[config.mk]
export PLATFORM = sky130hd
export DESIGN_NAME = sdcard_arbiter
export DESIGN_NICKNAME = d
export VERILOG_FILES = /design/src/rtl/sdcard_arbiter.sv
export SDC_FILE = /design/constraint.sdc
export NUM_CORES = 1
export LEC_CHECK = 0
export BUFFER_PORTS_ARGS = -buffer_cell sky130_fd_sc_hd__buf_2
export CAP_MARGIN = 20
export CELL_PAD_IN_SITES_DETAIL_PLACEMENT = 1
export CELL_PAD_IN_SITES_GLOBAL_PLACEMENT = 1
export CORE_AREA = 4 4 122 124
export CTS_CLUSTER_SIZE = 25
export DETAILED_ROUTE_END_ITERATION = 16
export DIE_AREA = 0 0 126 128
export GPL_TIMING_DRIVEN = 1
export PLACE_DENSITY = 0.91
export SYNTH_ARGS = -nofsm -noshare
export SYNTH_HDL_FRONTEND = slang
export SYNTH_SLANG_ARGS = --single-unit
[constraint.sdc]
create_clock -name controller_clk -period 7.73 [get_ports controller_clk]
set_input_delay 1.546 -clock controller_clk [delete_from_list [all_inputs] [get_ports controller_clk]]
set_output_delay 1.546 -clock controller_clk [all_outputs]
set_load 0.05 [all_outputs]
[src/rtl/sdcard_arbiter.sv]
// Two-requester arbiter for the SD-card controller host port: req/gnt lock,
// owner routing, inactivity release and draining of abandoned card operations.
module sdcard_arbiter #(
    parameter int            TW      = 24,
    parameter logic [TW-1:0] TIMEOUT = 24'd5000000
) (
    input  logic        controller_clk,
    input  logic        reset,
    input  logic [1:0]  rq_req,
    output logic [1:0]  rq_gnt,
    output logic [1:0]  rq_timeout,
    input  logic [26:0] rq0_addr,
    input  logic [26:0] rq1_addr,
    input  logic [1:0]  rq_read_start,
    input  logic [1:0]  rq_write_start,
    input  logic [1:0]  rq_read_ack,
    input  logic [1:0]  rq_write_ack,
    output logic [1:0]  rq_read_done,
    output logic [1:0]  rq_write_done,
    output logic [1:0]  rq_error,
    output logic [1:0]  rq_idle,
    input  logic [7:0]  rq0_xfer_addr,
    input  logic [7:0]  rq1_xfer_addr,
    input  logic [15:0] rq0_xfer_in,
    input  logic [15:0] rq1_xfer_in,
    input  logic [1:0]  rq_xfer_write,
    output logic [15:0] rq_xfer_out,
    output logic [26:0] sd_addr,
    output logic        sd_read_start,
    output logic        sd_write_start,
    output logic        sd_read_ack,
    output logic        sd_write_ack,
    input  logic        sd_read_done,
    input  logic        sd_write_done,
    input  logic        sd_error,
    input  logic        sd_idle,
    output logic [7:0]  sd_xfer_addr,
    output logic [15:0] sd_xfer_in,
    output logic        sd_xfer_write,
    input  logic [15:0] sd_xfer_out,
    output logic [1:0]  owner
);

    typedef enum logic [1:0] {
        FREE       = 2'd0,
        OWN        = 2'd1,
        DRAIN_WAIT = 2'd2,
        DRAIN_ACK  = 2'd3
    } state_t;

    localparam logic [TW-1:0] CNT_LAST = TIMEOUT - {{(TW-1){1'b0}}, 1'b1};
    localparam logic [TW-1:0] CNT_MAX  = {TW{1'b1}};

    state_t        state_r, state_next_s;
    logic [1:0]    gnt_r, gnt_next_s;
    logic [1:0]    tmo_r, tmo_next_s;
    logic          rr_last_r, rr_next_s;
    logic [TW-1:0] cnt_r, cnt_next_s;
    logic [6:0]    prev_act_r, act_s;
    logic [26:0]   hold_addr_r, hold_addr_next_s;
    logic [7:0]    hold_xaddr_r, hold_xaddr_next_s;
    logic [15:0]   hold_xin_r, hold_xin_next_s;
    logic          hold_rs_r, hold_ws_r, hold_ra_r, hold_wa_r;
    logic          hold_rs_next_s, hold_ws_next_s, hold_ra_next_s, hold_wa_next_s;

    logic [1:0]    elig_s;
    logic          grant_idx_s, own_idx_s, act_idx_s, sd_done_s;
    logic [26:0]   own_addr_s;
    logic [7:0]    own_xaddr_s;
    logic [15:0]   own_xin_s;

    assign own_idx_s   = gnt_r[1];
    assign own_addr_s  = own_idx_s ? rq1_addr      : rq0_addr;
    assign own_xaddr_s = own_idx_s ? rq1_xfer_addr : rq0_xfer_addr;
    assign own_xin_s   = own_idx_s ? rq1_xfer_in   : rq0_xfer_in;
    assign sd_done_s   = sd_read_done | sd_write_done;
    assign elig_s      = rq_req & ~tmo_r;

    // Requester selection in FREE: alternate on a tie, otherwise the lone eligible one
    always_comb begin
        grant_idx_s = 1'b0;
        if (elig_s == 2'b11) begin
            grant_idx_s = ~rr_last_r;
        end else begin
            grant_idx_s = elig_s[1];
        end
    end

    // Activity snapshot of whoever owns (or is about to own) the port
    always_comb begin
        act_idx_s = (state_r == OWN) ? own_idx_s : grant_idx_s;
        act_s = {rq_read_start[act_idx_s], rq_write_start[act_idx_s],
                 rq_read_ack[act_idx_s], rq_write_ack[act_idx_s],
                 rq_xfer_write[act_idx_s], sd_read_done, sd_write_done};
    end

    // Port routing: live owner signals while owned, arbiter registers otherwise
    always_comb begin
        rq_read_done  = 2'b00;
        rq_write_done = 2'b00;
        rq_error      = 2'b00;
        rq_idle       = 2'b00;
        if (state_r == OWN) begin
            sd_addr        = own_addr_s;
            sd_xfer_addr   = own_xaddr_s;
            sd_xfer_in     = own_xin_s;
            sd_xfer_write  = rq_xfer_write[own_idx_s];
            sd_read_start  = rq_read_start[own_idx_s];
            sd_write_start = rq_write_start[own_idx_s];
            sd_read_ack    = rq_read_ack[own_idx_s];
            sd_write_ack   = rq_write_ack[own_idx_s];
            rq_read_done[own_idx_s]  = sd_read_done;
            rq_write_done[own_idx_s] = sd_write_done;
            rq_error[own_idx_s]      = sd_error;
            rq_idle[own_idx_s]       = sd_idle;
        end else begin
            sd_addr        = hold_addr_r;
            sd_xfer_addr   = hold_xaddr_r;
            sd_xfer_in     = hold_xin_r;
            sd_xfer_write  = 1'b0;
            sd_read_start  = hold_rs_r;
            sd_write_start = hold_ws_r;
            sd_read_ack    = hold_ra_r;
            sd_write_ack   = hold_wa_r;
        end
    end

    assign rq_xfer_out = sd_xfer_out;
    assign rq_gnt      = gnt_r;
    assign owner       = gnt_r;
    assign rq_timeout  = tmo_r;

    // Next-state, grant, inactivity counter and drain register updates
    always_comb begin
        state_next_s      = state_r;
        gnt_next_s        = gnt_r;
        rr_next_s         = rr_last_r;
        cnt_next_s        = cnt_r;
        tmo_next_s        = tmo_r & rq_req;
        hold_addr_next_s  = hold_addr_r;
        hold_xaddr_next_s = hold_xaddr_r;
        hold_xin_next_s   = hold_xin_r;
        hold_rs_next_s    = hold_rs_r;
        hold_ws_next_s    = hold_ws_r;
        hold_ra_next_s    = hold_ra_r;
        hold_wa_next_s    = hold_wa_r;
        case (state_r)
            FREE: begin
                hold_rs_next_s = 1'b0;
                hold_ws_next_s = 1'b0;
                hold_ra_next_s = 1'b0;
                hold_wa_next_s = 1'b0;
                if (elig_s != 2'b00) begin
                    state_next_s = OWN;
                    gnt_next_s   = grant_idx_s ? 2'b10 : 2'b01;
                    rr_next_s    = grant_idx_s;
                    cnt_next_s   = {TW{1'b0}};
                end else begin
                    gnt_next_s = 2'b00;
                end
            end
            OWN: begin
                // Snapshot so the card side holds steady once the owner goes away
                hold_addr_next_s  = own_addr_s;
                hold_xaddr_next_s = own_xaddr_s;
                hold_xin_next_s   = own_xin_s;
                hold_rs_next_s    = rq_read_start[own_idx_s];
                hold_ws_next_s    = rq_write_start[own_idx_s];
                hold_ra_next_s    = rq_read_ack[own_idx_s];
                hold_wa_next_s    = rq_write_ack[own_idx_s];
                if (!rq_req[own_idx_s]) begin
                    gnt_next_s = 2'b00;
                    if (!sd_done_s && !rq_read_start[own_idx_s] && !rq_write_start[own_idx_s]) begin
                        state_next_s = FREE;
                    end else begin
                        state_next_s = DRAIN_WAIT;
                    end
                end else if (act_s != prev_act_r) begin
                    cnt_next_s = {TW{1'b0}};
                end else if (cnt_r == CNT_LAST) begin
                    tmo_next_s[own_idx_s] = 1'b1;
                    gnt_next_s            = 2'b00;
                    state_next_s          = DRAIN_WAIT;
                end else if (cnt_r != CNT_MAX) begin
                    cnt_next_s = cnt_r + {{(TW-1){1'b0}}, 1'b1};
                end else begin
                    cnt_next_s = cnt_r;
                end
            end
            DRAIN_WAIT: begin
                if (sd_done_s) begin
                    hold_rs_next_s = 1'b0;
                    hold_ws_next_s = 1'b0;
                    hold_ra_next_s = sd_read_done;
                    hold_wa_next_s = sd_write_done;
                    state_next_s   = DRAIN_ACK;
                end else if (!hold_rs_r && !hold_ws_r) begin
                    hold_ra_next_s = 1'b0;
                    hold_wa_next_s = 1'b0;
                    state_next_s   = FREE;
                end else begin
                    state_next_s = DRAIN_WAIT;
                end
            end
            DRAIN_ACK: begin
                if (!sd_done_s) begin
                    hold_ra_next_s = 1'b0;
                    hold_wa_next_s = 1'b0;
                    state_next_s   = FREE;
                end else begin
                    hold_ra_next_s = hold_ra_r | sd_read_done;
                    hold_wa_next_s = hold_wa_r | sd_write_done;
                end
            end
            default: begin
                state_next_s = FREE;
                gnt_next_s   = 2'b00;
            end
        endcase
    end

    // State and datapath registers
    always_ff @(posedge controller_clk or posedge reset) begin
        if (reset) begin
            state_r      <= FREE;
            gnt_r        <= 2'b00;
            tmo_r        <= 2'b00;
            rr_last_r    <= 1'b1;
            cnt_r        <= {TW{1'b0}};
            prev_act_r   <= 7'd0;
            hold_addr_r  <= 27'd0;
            hold_xaddr_r <= 8'd0;
            hold_xin_r   <= 16'd0;
            hold_rs_r    <= 1'b0;
            hold_ws_r    <= 1'b0;
            hold_ra_r    <= 1'b0;
            hold_wa_r    <= 1'b0;
        end else begin
            state_r      <= state_next_s;
            gnt_r        <= gnt_next_s;
            tmo_r        <= tmo_next_s;
            rr_last_r    <= rr_next_s;
            cnt_r        <= cnt_next_s;
            prev_act_r   <= act_s;
            hold_addr_r  <= hold_addr_next_s;
            hold_xaddr_r <= hold_xaddr_next_s;
            hold_xin_r   <= hold_xin_next_s;
            hold_rs_r    <= hold_rs_next_s;
            hold_ws_r    <= hold_ws_next_s;
            hold_ra_r    <= hold_ra_next_s;
            hold_wa_r    <= hold_wa_next_s;
        end
    end

endmodule

**Yosys cells after proc, flatten, opt, wreduce, memory -nomap -nowiden**

Index checks and enable logic that the tools add are counted.

- Bits in registers: 93
- Input bits: 136
- Word-level logic and storage cells: 139
- Output and inout port bits: 86

- $add $sub $neg: 1
- Multiplexer cells: 76
- Reductions and logical operators: 18
- Equal/unequal tests: 16
- Bitwise operators: 12
- Magnitude comparators: 3

Operators with widths:

| operator | count |
|---|---|
| $mux W24 | 5 |
| $mux W27 | 2 |
| $pmux W24 S2 | 1 |
| $mux W2 | 21 |
| $mux W1 | 36 |
| $mux W16 | 2 |
| $add A24 B1 Y24 const B | 1 |
| $eq A24 B23 Y1 const B | 1 |
| $ne A24 B24 Y1 const B | 1 |
| $mux W8 | 2 |
| $and A2 B2 Y2 | 6 |
| $ne A3 B3 Y1 const B | 3 |
| $pmux W1 S4 | 2 |
| $pmux W2 S4 | 1 |
| $ne A7 B7 Y1 | 1 |
| $eq A2 B2 Y1 const B | 3 |
| $ne A2 B2 Y1 const B | 3 |
| $pmux W1 S3 | 2 |
| $logic_not A1 Y1 | 5 |
| $reduce_and A5 Y1 | 1 |
| $logic_and A1 B1 Y1 | 4 |
| $lt A1 B2 Y1 const B | 2 |
| $pmux W2 S2 | 1 |
| $reduce_and A2 Y1 | 2 |
| other kinds (15) | 18 |

**Depth between registers and ports, before layout**

Gate-level depths: netlist of run 1.

- Depth in word-level cells: 11
- Mapped depth: 10
- Mapped depth without buffers: 8

**Worst setup path before layout of run 1**

OpenSTA, ideal clock, no wires.

- Kind: register -> output
- Start: reg gnt_r[1], in the netlist owner[1]
- End: out sd_addr[0]
- Setup slack: 3.147 ns
- Arrival: 3.037 ns
- Data required time: 6.184 ns
- Path buffers: 3
- Cell stages (with the launch flop): 6
- Path through: dfrtp_1 > buf_2 > buf_1 > buf_1 > mux2i_1 > o21ai_0

- Longest elaborated chain between the ends: 2

RTL lines:

| element | line | source |
|---|---|---|
| start, declared | 55 | `logic [1:0] gnt_r, gnt_next_s;` |
| start signal, assigned | 240 | `gnt_r <= gnt_next_s;` |
| $mux W27 | 73 | `assign own_addr_s = own_idx_s ? rq1_addr : rq0_addr;` |
| $mux W27 | 103 | `if (state_r == OWN) begin` |
| end, declared | 28 | `output logic [26:0] sd_addr,` |

No other way between the ends.

**Worst setup path in the final report of run 1**

- Start: reg state_r[1]
- End: out sd_addr[11]

- Longest elaborated chain between the ends: 2

RTL lines:

| element | line | source |
|---|---|---|
| start, declared | 54 | `state_t state_r, state_next_s;` |
| start signal, assigned | 239 | `state_r <= state_next_s;` |
| $eq A2 B1 Y1 | 103 |  |
| $mux W27 | 103 |  |

No other way between the ends.

==> summary.md, run 1 <==
| Metric | Value |
|---|---|
| Kind of critical path | reg2out |
| Nets | 826 |
| Layout cell share with drive strength beyond 1 | 0.317 |
| 1st-pass router iterations | 4 |
| Area growth, synth to finish | 24.3% |
| Max-slew headroom | 0.295 |
| Final Max Slew Viols | 0 |
| Ys flop type | dfrtp_1 |
| CTS H-tree lvls | 3 |
| Post-synth cell types | 54 |
| CTS tree | done |
| Area of the core | 0.0138 sq mm |
| CP Capture Type | primary output |
| Async S/R FF share, synth | 1.00 |
| Sw Pwr | 1600 uW |
| Die area | 0.0161 sq mm |
| Leading cell type in the layout, fill and taps excluded | buf_2 |
| Final setup violation count | 0 |
| Post-synthesis net count | 670 |
| Setup repair bufs after CTS | 0 |
| Power per Cell Area | 462 mW/mm^2 |
| Total GRT Usage | 0.187 |
| Fmax | 0.251 GHz |
| Outcome | finished, final reports clean |
| Sink Count | 93 |
| Clk buf depth | 2 |
| Fin crit share | 0.516 |
| Post-DRT Antenna Nets | 0 |
| Post-synth EDFFs | 0 |
| Max-cap violations | 0 |
| FF+latch count, synth | 93 |
| Latest clock arrival within the worst-skew pair | 0.35 ns |
| Placed cells | 857 |
| Peak fanout along the critical path | 78 |
| Max VDD drop | 0.000256 V |
| Internal | 1290 uW |
| Critical Path RT | 6.18 ns |
| Worst R2R End | owner[0]$_DFFE_PP0P_ |
| Switching Share | 0.555 |
| R2r startpoint | state_r[1]$_DFFE_PP0P_ |
| Total Routed Length | 14.9 mm |
| Worst Hold Depth | 2 |
| Clock share of power | 0.142 |
| Root buffer cell | clkbuf_16 |
| Vias in the first global route | 4889 |
| Hold buffers post-CTS | 0 |
| Pleak | 0.00308 uW |
| Worst-margin pin slew | 1.06 ns |
| Worst setup path endpoint | sd_addr[11] |
| Synthesized cell area | 0.00503 sq mm |
| Synth warn | 0 |
| Post-CTS Resized | 0 |
| Reg-to-reg slack, setup | 4.08 ns |
| First-pass GRT wire length | 24.5 mm |
| Clock skew | 0.00869 ns |
| Via count | 4618 |
| Routed len/inst | 17.0 microns |
| CTS buffer count | 9 |
| GR Overflow Total | 0 |
| Final hold violations | 0 |
| Sequential element share of the synthesized area | 0.463 |
| Critical Path Start Type | flip-flop |
| Critical Path AT | 2.44 ns |
| Final instance area | 0.00625 sq mm |
| Post-Syn Instances | 533 |
| Initial DRC count | 135 |
| Combinational share of power | 0.584 |
| Initial core utilization | 0.365 |
| Hold Slack | 0.484 ns |
| Worst-path clk slew | 0.07 ns |
| I/O Buffers | 189 |
| Post-route insts no fill | 873 |
| # rows | 43 |
| Post-Syn Area per Cell | 9.43 sq um |
| Sum Neg Setup Slack | 0 ns |
| Final Critical Period | 3.99 ns |
| Worst hold path class | reg2reg |
| Chip Width | 126 microns |
| Chip height | 128 microns |
| Placer Congestion | 0.796 |
| Largest net degree at the start of global routing | 115 |
| Register-to-Register Path Depth | 8 |
| Post-DP Area | 0.00596 sq mm |
| Residual DRC | 0 |
| # diodes | 0 |
| Most frequent cells in the layout | buf_2, dfrtp_1, nand2_1 |
| Flop pwr share | 0.274 |
| Detail Placement HPWL | 11.1 mm |
| Initial antenna violation count | 0 |
| Crit path from | state_r[1]$_DFFE_PP0P_ |
| # IOs | 222 |
| RSZ-0062 raised after global routing | false |
| Avg Vias per Cell | 5.29 |
==> routing by layer <==
metal | share of wire | track usage | vias up
met1 | 0.41 | 0.222 | 2266
met4 | 0.022 | 0.0744 | 0
met5 | 0 | 0 | -
met3 | 0.060 | 0.0429 | 25
li1 | - | - | 2180
met2 | 0.51 | 0.328 | 147
==> flip-flops by register name, indices dropped and copies added (netlist names), 2 cells and up <==
register,count
hold_addr_r,27
cnt_r,24
hold_xin_r,16
hold_xaddr_r,8
prev_act_r,7
owner,2
rq_timeout,2
state_r,2
==> stage by stage <==
step | power (uW) | worst slack, ns | util
after global placement | 2440 | 3.55 | 0.432
final | 2890 | 3.74 | 0.454
after floorplan | 2110 | 3.15 | -
after detailed placement | 2490 | 3.54 | 0.432
after CTS | 2910 | 3.44 | 0.452
after global routing | 3050 | 3.55 | 0.454
==> synthesized netlist by cell type (all sizes together) (8+ instances only) <==
| cell type | count | area (sq um) |
|---|---|---|
| dfrtp | 92 | 2300 |
| nand3 | 38 | 190 |
| and3 | 8 | 50.1 |
| and2 | 16 | 100 |
| nand4 | 9 | 56.3 |
| buf | 32 | 210 |
| nor2 | 15 | 56.3 |
| o21ai | 63 | 315 |
| clkbuf | 15 | 56.3 |
| or3 | 12 | 80.1 |
| xnor2 | 8 | 70.1 |
| mux2i | 63 | 631 |
| nor3 | 8 | 45.0 |
| inv | 11 | 41.3 |
| a21oi | 16 | 80.1 |
| nand2 | 76 | 285 |
==> cells by family after synthesis <==
group,count (synthesis),synth area share
buffers and inverters,58,0.0612
xor gates and xnor gates,10,0.0174
muxes,67,0.134
AOI/OAI and AO/OA,104,0.124
DFF,93,0.463
adders and majority gates,1,0.00249
and+or+nand+nor,200,0.197
==> critical path: stages (launching register included) <==
cell and delay, ns:
dfrtp_1 0.73, or2b_4 0.46, buf_16 0.29, nand2_1 0.09, o21ai_0 0.13, buf_2 0.33
==> cell type report <==
class / count / area, sq um
Timing Repair Buffer: 192 / 988
Clock inverter: 5 / 37.5
Tap cell: 180 / 225
Multi-Input combinational cell: 382 / 2390
Inverter: 11 / 42.5
Fill cell: 1691 / 7520
Clock buffer: 10 / 229
Sequential cell: 93 / 2330
==> power by group through the flow <==
stage                     Sequential (uW)  Combinational [uW]  Clock [uW]
after floorplan                       726                1390           0
after global placement                791                1650           0
after detailed placement              806                1680           0
after CTS                             797                1690         424
after global routing                  815                1800         443
final                                 791                1690         411
==> worst min-delay path by stage <==
| stage | from | to | slack, ns |
|---|---|---|---|
| detailed placement | rr_last_r$_DFFE_PP1P_ | rr_last_r$_DFFE_PP1P_ | 0.47 |
| global placement | hold_addr_r[11]$_DFF_PP0_ | hold_addr_r[11]$_DFF_PP0_ | 0.46 |
| finish | hold_addr_r[18]$_DFF_PP0_ | hold_addr_r[18]$_DFF_PP0_ | 0.48 |
| global route | rr_last_r$_DFFE_PP1P_ | rr_last_r$_DFFE_PP1P_ | 0.51 |
| floorplan | rr_last_r$_DFFE_PP1P_ | rr_last_r$_DFFE_PP1P_ | 0.46 |
| CTS | rr_last_r$_DFFE_PP1P_ | rr_last_r$_DFFE_PP1P_ | 0.48 |
Power figures use the tool's default switching activity.
==> run 2: changes to the inputs <==
Settings changed: CORE_AREA 4 4 122 124 to 4 4 125 127, DIE_AREA 0 0 126 128 to 0 0 129 131, PLACE_DENSITY 0.91 to 0.87.
Clock period 7.73 ns to 3.8 ns, I/O delays scaled along.
==> summary.md, run 2 (synthesized netlist as in run 1, its figures left out) <==
| Metric | Value |
|---|---|
| Outcome | finished, final reports clean |
| I/O Buffers | 189 |
| CP Capture Type | primary output |
| Post-CTS Resized | 0 |
| Clk buf depth | 2 |
| Hold buffers post-CTS | 0 |
| Fmax | 0.330 GHz |
| Initial antenna violation count | 1 |
| Critical Path RT | 3.04 ns |
| Placed cells | 865 |
| Worst-margin pin slew | 0.822 ns |
| Kind of critical path | reg2out |
| Chip height | 131 microns |
| Most frequent cells in the layout | buf_2, dfrtp_1, nand2_1 |
| Total Routed Length | 14.6 mm |
| 1st-pass router iterations | 4 |
| Die area | 0.0169 sq mm |
| Critical Path Start Type | flip-flop |
| Post-route insts no fill | 882 |
| Pleak | 0.00313 uW |
| Latest clock arrival within the worst-skew pair | 0.35 ns |
| Register-to-Register Path Depth | 7 |
| Reg-to-reg slack, setup | 0.82 ns |
| Highest routed layer | met5 |
| CTS tree | done |
| Initial core utilization | 0.349 |
| Final Max Slew Viols | 0 |
| Area growth, synth to finish | 26.2% |
| Routed len/inst | 16.5 microns |
| Critical Path AT | 2.27 ns |
| Largest net degree at the start of global routing | 114 |
| R2r startpoint | state_r[1]$_DFFE_PP0P_ |
| Hold Slack | 0.282 ns |
| Placer Congestion | 0.834 |
| Leading cell type in the layout, fill and taps excluded | buf_2 |
| Final hold violations | 0 |
| Filler Cell Count | 1746 |
| GR Overflow Total | 0 |
| Total power | 5970 uW |
| Nets | 830 |
| Reg with most FFs | hold_addr_r |
| Fin crit share | 0.797 |
| CTS buffer count | 9 |
| Layout cell share with drive strength beyond 1 | 0.322 |
| Avg Vias per Cell | 5.07 |
| # IOs | 222 |
| Sum Neg Setup Slack | 0 ns |
| Post-DRT Antenna Nets | 0 |
| Via count | 4469 |
| Max VDD drop | 0.000564 V |
| Max-slew headroom | 0.452 |
| Clock skew | 0.00595 ns |
| # diodes | 0 |
| Post-Place Worst Slack | 0.723 ns |
| Worst R2R End | owner[0]$_DFFE_PP0P_ |
| Initial DRC count | 153 |
| Sink Count | 93 |
| CTS H-tree lvls | 3 |
| Total GRT Usage | 0.179 |
| Max FFs per register | 27 |
| Power per Cell Area | 940 mW/mm^2 |
| Area of the core | 0.0144 sq mm |
| # rows | 44 |
| Chip Width | 129 microns |
| Setup repair bufs after CTS | 0 |
| Met2 routed WL | 7.52 mm |
| First-pass GRT wire length | 23.7 mm |
| Max-cap violations | 0 |
| DR WL met3 | 936 microns |
| Worst hold path class | in2async |
| Residual DRC | 0 |
| Final setup violation count | 0 |
| Biggest registers after layout | hold_addr_r x27, cnt_r x24, hold_xin_r x16 |
| Root buffer cell | clkbuf_16 |
| Peak fanout along the critical path | 113 |
| Vias in the first global route | 4700 |
| Worst-path clk slew | 0.07 ns |
| Final Critical Period | 3.03 ns |
| Fin worst setup slack | 0.770 ns |
| Detail Placement HPWL | 10.9 mm |
| RSZ-0062 raised after global routing | false |
| Met1 wire length | 5.84 mm |
run 2: cell types whose count changed in the layout (fill, tap and decap cells not counted), sizes merged:
cell | previous run | this run
buf | 192 | 196
clkinv | 3 | 1
bufinv | 0 | 1
clkbuf | 10 | 11
inv | 11 | 12
run 2: worst max-delay path by stage:
stage,slack [ns],startpoint,end
after floorplan,0.003,owner[1]$_DFFE_PP0P_,sd_addr[0]
after global placement,0.83,rq_req[1],owner[0]$_DFFE_PP0P_
after detailed placement,0.72,rq_req[1],owner[0]$_DFFE_PP0P_
after CTS,0.75,state_r[1]$_DFFE_PP0P_,rq_read_done[0]
after global routing,0.58,state_r[1]$_DFFE_PP0P_,sd_addr[21]
final,0.77,state_r[1]$_DFFE_PP0P_,sd_addr[18]
run 2: cell type report:
class | count | area [sq um] | area share
inverters | 11 | 43.8 | 0.00690
flip-flops and latches | 93 | 2330 | 0.368
clock buffers | 11 | 243 | 0.0382
multi-input cells | 382 | 2390 | 0.377
clock inverters | 5 | 58.8 | 0.00927
well taps | 184 | 230 | 0.0363
repair buffers | 196 | 1040 | 0.164
run 2: critical path, cell delays in order, from the launching register on:
cell     delay (ns)
dfrtp_1        0.59
or2b_4         0.37
buf_12         0.20
o21ai_0        0.35
buf_2          0.33
run 2: where the power goes:
group / total [uW] / switching (uW) / internal (uW) / leakage, uW
sequential: 1480 / 146 / 1330 / 0.00118
clock: 922 / 392 / 530 / 0.000142
combinational: 3570 / 2710 / 853 / 0.00181
total: 5970 / 3250 / 2710 / 0.00313
run 2: stage by stage:
step,area (sq um),utilization
final,6350,0.440
after global routing,6350,0.440
after CTS,6320,0.438
after detailed placement,6020,0.417
after global placement,6020,0.417
after floorplan,5030,-
run 2: routing by layer:
metal | vias to the layer above | track usage
met5 | - | 0
met4 | 2 | 0.0469
met3 | 24 | 0.0553
met2 | 141 | 0.316
met1 | 2122 | 0.212
li1 | 2180 | -
==> run 3: changes to the inputs <==
Settings changed: ABC_AREA set to 1, CORE_AREA 4 4 125 127 to 4 4 138 140, DIE_AREA 0 0 129 131 to 0 0 142 144, PLACE_DENSITY 0.87 to 0.83.
Clock period 3.8 ns to 2.7 ns, I/O delays scaled along.
==> summary.md, run 3 <==
| Metric | Value |
|---|---|
| Post-DP Area | 0.00638 sq mm |
| Max FFs per register | 27 |
| Vias in the first global route | 5759 |
| Final hold violations | 0 |
| Worst-path clk slew | 0.08 ns |
| Slowest cell on the critical path | dfrtp_2 |
| Largest net degree at the start of global routing | 64 |
| Layout cell share with drive strength beyond 1 | 0.268 |
| Chip height | 144 microns |
| R2r startpoint | state_r[0]$_DFFE_PP0P_ |
| Fin crit share | 0.952 |
| Max-slew headroom | 0.694 |
| Sum Neg Setup Slack | 0 ns |
| Most frequent cells after synthesis | nand2_1, dfrtp_1, nand3_1 |
| Total Routed Length | 17.7 mm |
| Synthesized cell area | 0.00525 sq mm |
| CTS H-tree lvls | 3 |
| # IOs | 222 |
| Max-cap violations | 0 |
| Synth warn | 0 |
| Final Critical Period | 2.57 ns |
| Hold Slack | 0.176 ns |
| Post-synth EDFFs | 0 |
| Nets | 1034 |
| Post-DRT Antenna Nets | 0 |
| Detail Placement HPWL | 12.7 mm |
| Peak fanout along the critical path | 26 |
| Reg with most FFs | hold_addr_r |
| Clk buf depth | 2 |
| Total GRT Usage | 0.172 |
| Largest cells by area after synthesis | dfrtp_1, nand2_1, nand3_1 |
| Critical Path RT | 2.16 ns |
| Via count | 5385 |
| Root buffer cell | clkbuf_16 |
| Initial DRC count | 182 |
| Kind of critical path | reg2out |
| Clock skew | 0.0119 ns |
| Setup repair bufs after CTS | 0 |
| FF+latch count, synth | 93 |
| Critical Path Start Type | flip-flop |
| Worst hold path class | in2async |
| Biggest registers after layout | hold_addr_r x27, cnt_r x24, hold_xin_r x16 |
| Worst-margin pin slew | 0.448 ns |
| Residual DRC | 0 |
| Sink Count | 93 |
| CTS tree | done |
| # rows | 49 |
| Worst R2R End | cnt_r[2]$_DFFE_PP0P_ |
| Routed len/inst | 15.6 microns |
| Outcome | finished, final reports clean |
| Post-synth cell types | 33 |
| Leading cell type in the layout, fill and taps excluded | nand2_1 |
| Post-Syn Area per Cell | 7.23 sq um |
| CTS buffer count | 9 |
| Dominant cell type by area after synthesis | dfrtp_1 |
| Pleak | 0.00348 uW |
| # diodes | 0 |
| GR Overflow Total | 0 |
| Most common cell on crit path | inv_6 |
| Ys flop type | dfrtp_1 |
| First-pass GRT wire length | 28.3 mm |
| 1st-pass router iterations | 4 |
| Latest clock arrival within the worst-skew pair | 0.35 ns |
| Yosys top cell area share | 0.439 |
| Critical Path AT | 2.03 ns |
| Area of the core | 0.0178 sq mm |
| Placed cells | 1112 |
| Area growth, synth to finish | 31.9% |
| Avg Vias per Cell | 4.76 |
| Sequential element share of the synthesized area | 0.444 |
| Most frequent cells in the layout | nand2_1, buf_2, dfrtp_1 |
| Total power | 9540 uW |
| Cell Chain, Critical Path | inv_2, nand2_4, inv_6, nand2_8, inv_6, buf_12, nand2_1, nand3_1, buf_2 |
| Final setup violation count | 0 |
| Final Max Slew Viols | 0 |
| Initial antenna violation count | 0 |
| Register-to-Register Path Depth | 13 |
| Hold buffers post-CTS | 0 |
| Final instance area | 0.00692 sq mm |
| CP Capture Type | primary output |
| Max VDD drop | 0.00110 V |
| Async S/R FF share, synth | 1.00 |
| Post-synthesis net count | 862 |
| I/O Buffers | 189 |
| Reg-to-reg slack, setup | 0.24 ns |
| Post-Syn Instances | 725 |
| Chip Width | 142 microns |
| Post-route insts no fill | 1131 |
| Die area | 0.0204 sq mm |
| Placer Congestion | 0.868 |
| Initial core utilization | 0.294 |
| Count leader, synth | nand2_1 |
| Fmax | 0.389 GHz |
| Power per Cell Area | 1380 mW/mm^2 |
| Max incr delay on CP | 0.45 ns |
-- run 3: changes by cell type in the layout (fill, tap and decap cells not counted), moves of 40 or more --
cell	before	now
mux2i_1	63	0
inv_1	10	52
nand3_1	38	79
o21ai_0	54	14
nand2_1	76	298
nor2_1	15	55
buf_2	189	143
-- run 3: layout make-up --
cell class              instances  area, sq um
inverters                      57          230
flip-flops and latches         93         2330
clock inverters                 7         83.8
repair buffers                202         1300
clock buffers                   9          225
well taps                     229          287
fillers                      2271        10900
multi-input cells             534         2460
-- run 3: cells by family (layout without fill, tap and decap cells) --
family | Yosys count | after routing | synth area share
AO/OA/AOI/OAI | 29 | 29 | 0.0341
XOR/XNOR | 21 | 21 | 0.0351
adder cells (fa/ha/maj) | 1 | 1 | 0.00239
buffers and inverters | 99 | 275 | 0.0897
flip-flops | 93 | 93 | 0.444
AND/OR/NAND/NOR | 482 | 483 | 0.395
-- run 3: critical path, delay by kind of cell, from the launching register on --
family	cells	cell delay (ns)
buffers and inverters	5	0.86
flip-flops	1	0.45
AND/OR/NAND/NOR	4	0.37
-- run 3: how the worst max path moves through the flow --
stage	start	to	slack (ns)	cells after the start
2_1_floorplan	owner[1]$_DFFE_PP0P_	sd_addr[0]	0.23	6
3_3_place_gp	rq_req[1]	cnt_r[18]$_DFFE_PP0P_	0.25	15
3_5_place_dp	rq_req[1]	cnt_r[2]$_DFFE_PP0P_	0.09	15
4_1_cts	state_r[1]$_DFFE_PP0P_	sd_addr[23]	0.003	9
5_1_grt	state_r[0]$_DFFE_PP0P_	cnt_r[15]$_DFFE_PP0P_	-0.007	13
6_report	state_r[1]$_DFFE_PP0P_	sd_xfer_in[3]	0.13	9
-- run 3: power by group --
part | leakage, uW | switching, uW | internal (uW)
clock network | 0.000142 | 596 | 733
registers | 0.00118 | 178 | 1880
logic | 0.00216 | 4500 | 1650
-- run 3: routing by layer --
metal / global-route usage / vias to the layer above / share of wire
met3: 0.0460 / 19 / 0.062
li1: - / 2615 / -
met5: 0 / - / 0
met1: 0.211 / 2599 / 0.43
met2: 0.294 / 152 / 0.50
met4: 0.0545 / 0 / 0.014
-- run 3: metrics by stage --
step	utilization	setup slack [ns]
6_report	0.388	0.128
5_1_grt	0.388	-0.00743
4_1_cts	0.383	0.00262
3_5_place_dp	0.358	0.0875
3_3_place_gp	0.358	0.251
2_1_floorplan	-	0.227
-- run 3: repair_timing --
item | CTS | global route
pin swaps | 0 | 1
setup endpoints to repair | 52 | 76
gates resized for setup | 38 | 34
gates cloned | 1 | 2
